File: src/rtl/toggle_dec_pkg.sv
`default_nettype none
// ============================================================================
// Module : toggle_dec_pkg
// Brief  : Shared types and helpers for toggle_event_decoder.
// Rev    : 1.0  initial release
// ============================================================================
package toggle_dec_pkg;

    typedef enum logic [0:0] {
        ST_IDLE = 1'b0,
        ST_QUAL = 1'b1
    } state_t;

    // Holds sample counts for filter lengths up to 15
    localparam int c_QCNT_W = 4;

    function automatic int ptr_w(input int depth);
        return (depth > 1) ? $clog2(depth) : 1;
    endfunction

endpackage
`default_nettype wire

File: src/rtl/toggle_event_decoder_evt_fifo.sv
`default_nettype none
// ============================================================================
// Module : evt_fifo
// Brief  : Synchronous FIFO with registered head word and valid flag.
// Rev    : 1.0  initial release
// ============================================================================
module evt_fifo
    import toggle_dec_pkg::*;
#(
    parameter int WIDTH = 8,
    parameter int DEPTH = 4
) (
    input  logic             clk,
    input  logic             rst,
    input  logic             i_push,
    input  logic [WIDTH-1:0] i_din,
    input  logic             i_pop,
    output logic             o_valid,
    output logic [WIDTH-1:0] o_dout,
    output logic             o_full
);

    localparam int c_AW = ptr_w(DEPTH);

    logic [WIDTH-1:0] r_mem [DEPTH];
    logic [c_AW:0]    r_wr;
    logic [c_AW:0]    r_rd;
    logic [c_AW:0]    w_wr_n;
    logic [c_AW:0]    w_rd_n;
    logic             w_empty;
    logic             w_full;
    logic             w_do_pop;
    logic             w_do_push;
    logic [WIDTH-1:0] w_head_n;
    logic             r_valid;
    logic [WIDTH-1:0] r_dout;

    assign w_empty   = (r_wr == r_rd);
    assign w_full    = (r_wr[c_AW] != r_rd[c_AW]) &&
                       (r_wr[c_AW-1:0] == r_rd[c_AW-1:0]);
    assign w_do_pop  = i_pop && !w_empty;
    assign w_do_push = i_push && (!w_full || w_do_pop);
    assign w_wr_n    = r_wr + {{c_AW{1'b0}}, w_do_push};
    assign w_rd_n    = r_rd + {{c_AW{1'b0}}, w_do_pop};

    // The word landing this edge bypasses memory when it becomes the head
    always_comb begin
        w_head_n = r_mem[w_rd_n[c_AW-1:0]];
        if (w_do_push && (w_rd_n == r_wr)) begin
            w_head_n = i_din;
        end
    end

    always_ff @(posedge clk) begin
        if (w_do_push) begin
            r_mem[r_wr[c_AW-1:0]] <= i_din;
        end
    end

    always_ff @(posedge clk) begin
        if (rst) begin
            r_wr    <= '0;
            r_rd    <= '0;
            r_valid <= 1'b0;
            r_dout  <= '0;
        end else begin
            r_wr    <= w_wr_n;
            r_rd    <= w_rd_n;
            r_valid <= (w_wr_n != w_rd_n);
            r_dout  <= w_head_n;
        end
    end

    assign o_valid = r_valid;
    assign o_dout  = r_dout;
    assign o_full  = w_full;

endmodule
`default_nettype wire

File: src/rtl/toggle_event_decoder.sv
`default_nettype none
// ============================================================================
// Module : toggle_event_decoder
// Brief  : Glitch-filtered toggle-to-pulse decoder with event counter and
//          sequence-number buffer. TOGGLE_DEC_SYNC_EN adds a 2-flop input
//          synchronizer.
// Rev    : 1.0  initial release
// ============================================================================
module toggle_event_decoder
    import toggle_dec_pkg::*;
#(
    parameter int FILT_CYCLES = 2,
    parameter int CNT_W       = 8,
    parameter int FIFO_DEPTH  = 4
) (
    input  logic             clk,
    input  logic             reset,
    input  logic             T_in,
    output logic             level,
    output logic             pulse,
    output logic             glitch,
    output logic [CNT_W-1:0] total,
    output logic             evt_valid,
    input  logic             evt_ready,
    output logic [CNT_W-1:0] evt_seq,
    output logic             overflow
);

    localparam logic [c_QCNT_W-1:0] c_FILT = c_QCNT_W'(FILT_CYCLES);

    logic                w_s_src;
    logic                r_s;
    state_t              r_state;
    state_t              w_state_n;
    logic [c_QCNT_W-1:0] r_qcnt;
    logic [c_QCNT_W-1:0] w_qcnt_n;
    logic [c_QCNT_W-1:0] w_qcnt_inc;
    logic                w_accept;
    logic                w_glitch;
    logic                r_level;
    logic                r_pulse;
    logic                r_glitch;
    logic [CNT_W-1:0]    r_total;
    logic [CNT_W-1:0]    w_total_n;
    logic                r_overflow;
    logic                w_full;
    logic                w_drop;

`ifdef TOGGLE_DEC_SYNC_EN
    logic r_sync1;
    logic r_sync2;

    always_ff @(posedge clk) begin
        if (reset) begin
            r_sync1 <= 1'b0;
            r_sync2 <= 1'b0;
        end else begin
            r_sync1 <= T_in;
            r_sync2 <= r_sync1;
        end
    end

    assign w_s_src = r_sync2;
`else
    assign w_s_src = T_in;
`endif

    always_ff @(posedge clk) begin
        if (reset) begin
            r_s <= 1'b0;
        end else begin
            r_s <= w_s_src;
        end
    end

    // r_qcnt counts qualifying samples already seen; this sample is one more
    assign w_qcnt_inc = r_qcnt + c_QCNT_W'(1);

    always_comb begin
        w_state_n = r_state;
        w_qcnt_n  = r_qcnt;
        w_accept  = 1'b0;
        w_glitch  = 1'b0;
        case (r_state)
            ST_IDLE: begin
                if (r_s != r_level) begin
                    if (c_FILT == c_QCNT_W'(1)) begin
                        w_accept = 1'b1;
                        w_qcnt_n = '0;
                    end else begin
                        w_state_n = ST_QUAL;
                        w_qcnt_n  = c_QCNT_W'(1);
                    end
                end
            end
            ST_QUAL: begin
                if (r_s == r_level) begin
                    w_glitch  = 1'b1;
                    w_state_n = ST_IDLE;
                    w_qcnt_n  = '0;
                end else if (w_qcnt_inc == c_FILT) begin
                    w_accept  = 1'b1;
                    w_state_n = ST_IDLE;
                    w_qcnt_n  = '0;
                end else begin
                    w_qcnt_n  = w_qcnt_inc;
                end
            end
            default: begin
                w_state_n = ST_IDLE;
                w_qcnt_n  = '0;
            end
        endcase
    end

    assign w_total_n = r_total + CNT_W'(1);
    assign w_drop    = w_accept && w_full && !(evt_valid && evt_ready);

    always_ff @(posedge clk) begin
        if (reset) begin
            r_state    <= ST_IDLE;
            r_qcnt     <= '0;
            r_level    <= 1'b0;
            r_pulse    <= 1'b0;
            r_glitch   <= 1'b0;
            r_total    <= '0;
            r_overflow <= 1'b0;
        end else begin
            r_state  <= w_state_n;
            r_qcnt   <= w_qcnt_n;
            r_pulse  <= w_accept;
            r_glitch <= w_glitch;
            if (w_accept) begin
                r_level <= ~r_level;
                r_total <= w_total_n;
            end
            if (w_drop) begin
                r_overflow <= 1'b1;
            end
        end
    end

    evt_fifo #(
        .WIDTH (CNT_W),
        .DEPTH (FIFO_DEPTH)
    ) u_evt_fifo (
        .clk     (clk),
        .rst     (reset),
        .i_push  (w_accept),
        .i_din   (w_total_n),
        .i_pop   (evt_ready),
        .o_valid (evt_valid),
        .o_dout  (evt_seq),
        .o_full  (w_full)
    );

    assign level    = r_level;
    assign pulse    = r_pulse;
    assign glitch   = r_glitch;
    assign total    = r_total;
    assign overflow = r_overflow;

endmodule
`default_nettype wire

File: config.mk
export PLATFORM = sky130hd
export DESIGN_NAME = toggle_event_decoder
export DESIGN_NICKNAME = d
export VERILOG_FILES = /design/src/rtl/toggle_dec_pkg.sv /design/src/rtl/toggle_event_decoder_evt_fifo.sv /design/src/rtl/toggle_event_decoder.sv
export SDC_FILE = /design/constraint.sdc
export NUM_CORES = 1
export LEC_CHECK = 0
export BUFFER_PORTS_ARGS = -buffer_cell sky130_fd_sc_hd__buf_2
export CAP_MARGIN = 20
export CORE_ASPECT_RATIO = 0.8
export CORE_MARGIN = 2
export CORE_UTILIZATION = 35
export CTS_CLUSTER_SIZE = 30
export DETAILED_ROUTE_END_ITERATION = 7
export GPL_TIMING_DRIVEN = 0
export SLEW_MARGIN = 0
export SYNTH_ARGS = -nofsm -noshare
export SYNTH_HDL_FRONTEND = slang
export SYNTH_SLANG_ARGS = --single-unit
File: constraint.sdc
create_clock -name clk -period 3.58 [get_ports clk]
set_clock_uncertainty 0.1 [all_clocks]
set_input_delay 0.537 -clock clk [delete_from_list [all_inputs] [get_ports clk]]
set_output_delay 0.537 -clock clk [all_outputs]
set_load 0.01 [all_outputs]
# --- Word-level counts from Yosys, hierarchy flattened ---
# Memories as Yosys holds them, arrays and structs flattened.
# Cells that the tools add are included.
# Widths: inputs -> output; s select.
totals:
  register_bits: 33
  latch_bits: 0
  ram_bits: 32
  rom_bits: 0
  inputBits: 4
  mem_count: 1
classes:
  addsub: 4
  multipliers: 0
  n_div: 0
  magnitude_cmp: 0
  n_eq_ne: 9
  shifts: 0
  muxes: 15
  bitwise: 2
  reduce_logical: 12
mem_list:
  columns: ["memory", "depth", "width", "read_ports", "rd_clocked_by_memory_dff", "write_ports", "line", "source"]
  rows:
  - ["u_evt_fifo.r_mem", 4, 8, 1, 0, 1, "toggle_event_decoder_evt_fifo.sv:25", "logic [WIDTH-1:0] r_mem [DEPTH];"]
op_table:
  columns: ["operator", "count"]
  rows:
  - ["$mux 4", 3]
  - ["$mux 1", 9]
  - ["$add 8x1->8 const B", 1]
  - ["$mux 8", 1]
  - ["$pmux 4 s2", 1]
  - ["$logic_and 1x1->1", 7]
  - ["$add 3x1->3", 2]
  - ["$eq 3x3->1", 2]
  - ["$add 4x1->4 const B", 1]
  - ["$eq 4x2->1 const B", 1]
  - ["$logic_not 1->1", 3]
  - ["$ne 3x3->1", 1]
  - ["$eq 2x2->1", 1]
  - ["$ne 1x1->1", 2]
  - ["$ne 2x2->1 const B", 1]
  - ["$not 1->1", 2]
  - ["$pmux 1 s2", 1]
  - ["$reduce_or 2->1", 1]
  - ["$eq 1x1->1", 1]
  - ["$logic_or 1x1->1", 1]

# --- Logic depth before layout (Yosys ltp) ---
logic_depth:
  ltp_word: 8
  mapped_depth: 10

# --- By module ---
# A second synthesis with hierarchy kept.
unflattened:
  cells_unflattened: 224
  area_unflattened_um2: 2860.2
by_module_without_submodules:
  columns: ["mod", "n_inst", "cells_each", "area_each_um2"]
  rows:
  - ["evt_fifo", 1, 120, 1984.4]
  - ["toggle_event_decoder", 1, 104, 875.8]

# --- Worst setup path before layout ---
# OpenSTA, ideal clock, no wires.
synth_timing:
  kind: "register to register"
  from: "reg r_qcnt[0]"
  to: "mem u_evt_fifo.r_mem[0][0] (enable)"
  setup_ps: 385
  t_arrival_ps: 2162
  required_ps: 3095
  setup_slack_ps: 932
  path_stages_with_launch: 7
  period_less_slack_ps: 2648
  path_cell_list: "dfxtp_1 ha_1 nor3_1 a41oi_2 buf_2 nor3_2 nor3b_1"
synth_between:
  elab_chain_cells: 8
synth_rtl:
  columns: ["item", "line", "source"]
  rows:
  - ["from (decl)", "toggle_event_decoder.sv:35", "logic [c_QCNT_W-1:0] r_qcnt;"]
  - ["from (signal assigned)", "toggle_event_decoder.sv:130", "r_qcnt <= w_qcnt_n;"]
  - ["$add 4x1->4", "toggle_event_decoder.sv:77", "assign w_qcnt_inc = r_qcnt + c_QCNT_W'(1);"]
  - ["$eq 4x2->1", "toggle_event_decoder.sv:101", "end else if (w_qcnt_inc == c_FILT) begin"]
  - ["$mux 1", "toggle_event_decoder.sv:101", null]
  - ["$mux 1", "toggle_event_decoder.sv:97", "if (r_s == r_level) begin"]
  - ["$mux 1", "toggle_event_decoder.sv:84", "case (r_state)"]
  - ["$logic_and 1x1->1", "toggle_event_decoder_evt_fifo.sv:42", "assign w_do_push = i_push && (!w_full || w_do_pop);"]
  - ["$mux 1", "toggle_event_decoder_evt_fifo.sv:55", "if (w_do_push) begin"]
  - ["$mux 1 (not written as such)", "toggle_event_decoder_evt_fifo.sv:56", "r_mem[r_wr[c_AW-1:0]] <= i_din;"]
  - ["to (decl)", "toggle_event_decoder_evt_fifo.sv:25", null]
# No other way between the ends.

# --- Final worst setup path ---
layout_timing:
  from: "reg r_qcnt[0]"
  to: "mem u_evt_fifo.r_mem[0][4] (enable)"
# Same word-level chain as after synthesis.

==> flow_metrics.tcl <==
set metrics [dict create \
    cp-start-kind "register" \
    grt_pass1_wl_mm 9.611 \
    finalCriticalPeriod_ns 3.099 \
    die_y_um 84.77 \
    fp-row-count 29 \
    postPlaceCellArea_mm2 0.003112 \
    ant_nets 0 \
    clock_latency_ns 0.34 \
    final_core_util 0.4141 \
    internal-power_mw 1.045 \
    synth_ff_type "dfxtp_1" \
    clk_pin_slew_ns 0.07 \
    initialDrtViolationCount 71 \
    power_frac_comb 0.033 \
    htree_levels 3 \
    min-delay-path-class "in -> reg" \
    dieArea_mm2 0.008897 \
    synthesis.nets 230 \
    fp.dieW_um 105.0 \
    worst_ir_drop_vdd_uv 185.6 \
    cp.required_ns 3.53 \
    wire_per_inst_um 15.89 \
    rsz0062_at_grt "false" \
    ys_warn_count 0 \
    cp_slowest_cell "nor3b_1" \
    synth.distinct_cells 45 \
    power.switching_mw 0.3076 \
    io_pins 25 \
    syn_area_mm2 0.002854 \
    cts_resized 0 \
    syn2layout_area_growth_pct 14.77 \
    cts_hold_buf 0 \
    finalSetupViolCount 0 \
    fin_tns_setup_ns 0 \
    dr.pass1.iters 4 \
    maxCapViolCount 0 \
    worst_slack_ns 0.4813 \
    tritoncts "built" \
    yosysSeqAreaShare 0.5682 \
    synthArstFlopShare 0 \
    grt_antenna_before_repair 0 \
    finalHoldViolations 0 \
    grt_max_degree 12 \
    relSlewSlack 0.4547 \
    initial_core_util 0.3608 \
    period_share 0.8656 \
    grt_pass1_vias 1787 \
    netlist_instances 219 \
    swShare 0.2274 \
    overflow 0 \
    io_buffers 23 \
    critPathMaxStageDelay_ns 0.69 \
    cp_cell_sequence "ha_1 -> a41oi_2 -> buf_2 -> nor3_2 -> nor3b_1 -> buf_4" \
    clock-root-buffer "clkbuf_8" \
    dp_slack_ns 0.4439 \
    end_kind "register" \
    gp_congestion 0.8037 \
    maxSlewViolCount 0 \
    synth_enable_flop_cells 32 \
    leakage_nw 1.161 \
    holdWs_ns 0.3108 \
    fin_nets 265 \
    drive_gt1_frac 0.2432 \
    dp.final_hpwl_mm 4.063 \
    clock_path_buffers 2 \
    post-cts-setup-buffer-count 0 \
    worstPathArrival_ns 3.05 \
    viasPerCell 4.943 \
    stdcell_area_mm2 0.003276 \
    ys_seq_elements 65 \
    pwr_density_cell_mw_per_mm2 413.0 \
    avgSynthCellArea_um2 13.03 \
    worstSetupPathType "reg -> reg" \
    drc 0 \
    track_usage 0.1443 \
    coreArea_mm2 0.007910 \
    clock.fmax_ghz 0.3227 \
    status "finished, final reports clean" \
    vias 1814 \
    cts_sinks 65 \
    n_antenna_cell 0 \
    pwr-share-clk 0.388 \
    p_seq_frac 0.579 \
    drt-total-wl_mm 5.830 \
    cp_max_fo 10 \
    tightest_slew_ns 0.8112 \
    cts_buffers 9 \
]
-- cell usage in the layout (no fill, tap or decap), types with 2 or more instances in the layout --
| cell | netlist | routed |
|---|---|---|
| o31ai_1 | 5 | 5 |
| clkinvlp_4 | 0 | 3 |
| edfxtp_1 | 32 | 32 |
| inv_1 | 5 | 5 |
| nand2_1 | 14 | 14 |
| o41a_1 | 3 | 3 |
| clkbuf_1 | 6 | 8 |
| xor2_1 | 5 | 5 |
| nor2b_1 | 5 | 5 |
| mux4_2 | 8 | 8 |
| o21ai_0 | 3 | 3 |
| clkbuf_8 | 0 | 9 |
| xnor2_1 | 13 | 13 |
| or4_1 | 5 | 5 |
| or2_2 | 2 | 2 |
| nor3_1 | 6 | 6 |
| nand3_1 | 6 | 6 |
| a21oi_1 | 12 | 12 |
| dfxtp_1 | 33 | 33 |
| clkinv_2 | 0 | 2 |
| ha_1 | 7 | 7 |
| buf_2 | 3 | 26 |
| and3_1 | 4 | 4 |
| nor2_1 | 6 | 6 |
| a31o_2 | 4 | 4 |
| and3b_1 | 2 | 2 |
| a31oi_1 | 2 | 2 |
| nand4b_1 | 2 | 2 |
| and2_1 | 3 | 3 |
| mux2i_1 | 5 | 5 |
-- registers in the layout, indices dropped and copies added (netlist names), 3 cells and up --
name and cells:
u_evt_fifo.r_mem 32, total 8, u_evt_fifo.o_dout 8, r_qcnt 4, u_evt_fifo.r_rd 3, u_evt_fifo.r_wr 3
-- worst max-delay path: cells and delay by family (launching register included) --
family,cells,cell delay [ns]
adder cells (fa/ha/maj),1,0.29
flip-flops,1,0.47
AND/OR/NAND/NOR,2,0.99
AO/OA/AOI/OAI,1,0.37
buffers and inverters,2,0.59
-- per-stage QoR --
step / std cells / power [mW]
after detailed placement: 351 / 0.8448
after global routing: 367 / 1.404
after global placement: 350 / 0.8445
after floorplan: 219 / 0.8302
final: 367 / 1.353
after CTS: 367 / 1.370
-- cell type report --
type	count	area, um2
clock inverters	5	32.53
repair buffers	24	122.6
well taps	108	135.1
plain buffers	9	37.54
clock buffers	11	131.4
multi-input cells	139	1172
flip-flops and latches	65	1622
inverters	6	22.52
fillers	784	4634
-- cells by family after synthesis --
group,after synthesis,share of synthesized area
xor+xnor,20,0.06883
flops,65,0.5682
mux,13,0.08067
simple gates,61,0.1302
compound gates,38,0.1004
buf+inv,15,0.02104
fa+ha+maj,7,0.03069
-- power groups by stage --
stage | Sequential [mW] | Combinational (mW) | Clock, mW
floorplan | 0.802 | 0.0285 | 0
finish | 0.784 | 0.0442 | 0.525
detailed placement | 0.800 | 0.0446 | 0
global route | 0.784 | 0.0499 | 0.571
CTS | 0.783 | 0.0448 | 0.542
global placement | 0.800 | 0.0443 | 0
-- Yosys cell counts (4+ instances only) --
| master | number | area [um2] |
|---|---|---|
| nor2b_1 | 5 | 31.28 |
| nor2_1 | 6 | 22.52 |
| xor2_1 | 5 | 43.79 |
| dfxtp_1 | 33 | 660.6 |
| mux2i_1 | 5 | 50.05 |
| a21oi_1 | 12 | 60.06 |
| mux4_2 | 8 | 180.2 |
| xnor2_1 | 13 | 113.9 |
| and3_1 | 4 | 25.02 |
| nand3_1 | 6 | 30.03 |
| clkbuf_1 | 6 | 22.52 |
| nor3_1 | 6 | 30.03 |
| o31ai_1 | 5 | 37.54 |
| ha_1 | 7 | 87.58 |
| edfxtp_1 | 32 | 960.9 |
| inv_1 | 5 | 18.77 |
| a31o_2 | 4 | 35.03 |
| nand2_1 | 14 | 52.55 |
| or4_1 | 5 | 37.54 |
-- worst paths after layout --
path | from | end | slack, ns | depth (start not counted)
setup / recovery | r_qcnt[0] | u_evt_fifo.r_mem[0][4] | 0.48 | 6
hold / removal | T_in | r_s | 0.31 | 2
setup reg to reg | r_qcnt[0] | u_evt_fifo.r_mem[0][4] | 0.48 | 6
hold reg to reg | overflow | overflow | 0.38 | 2
-- routing by layer --
layer	track usage	vias up	share of wire
li1	-	904	-
met1	0.2037	873	0.51
met2	0.2090	28	0.44
met3	0.04581	9	0.032
met4	0.05091	0	0.015
met5	0	-	0
Note: power is estimated with default switching activity, not from simulation.
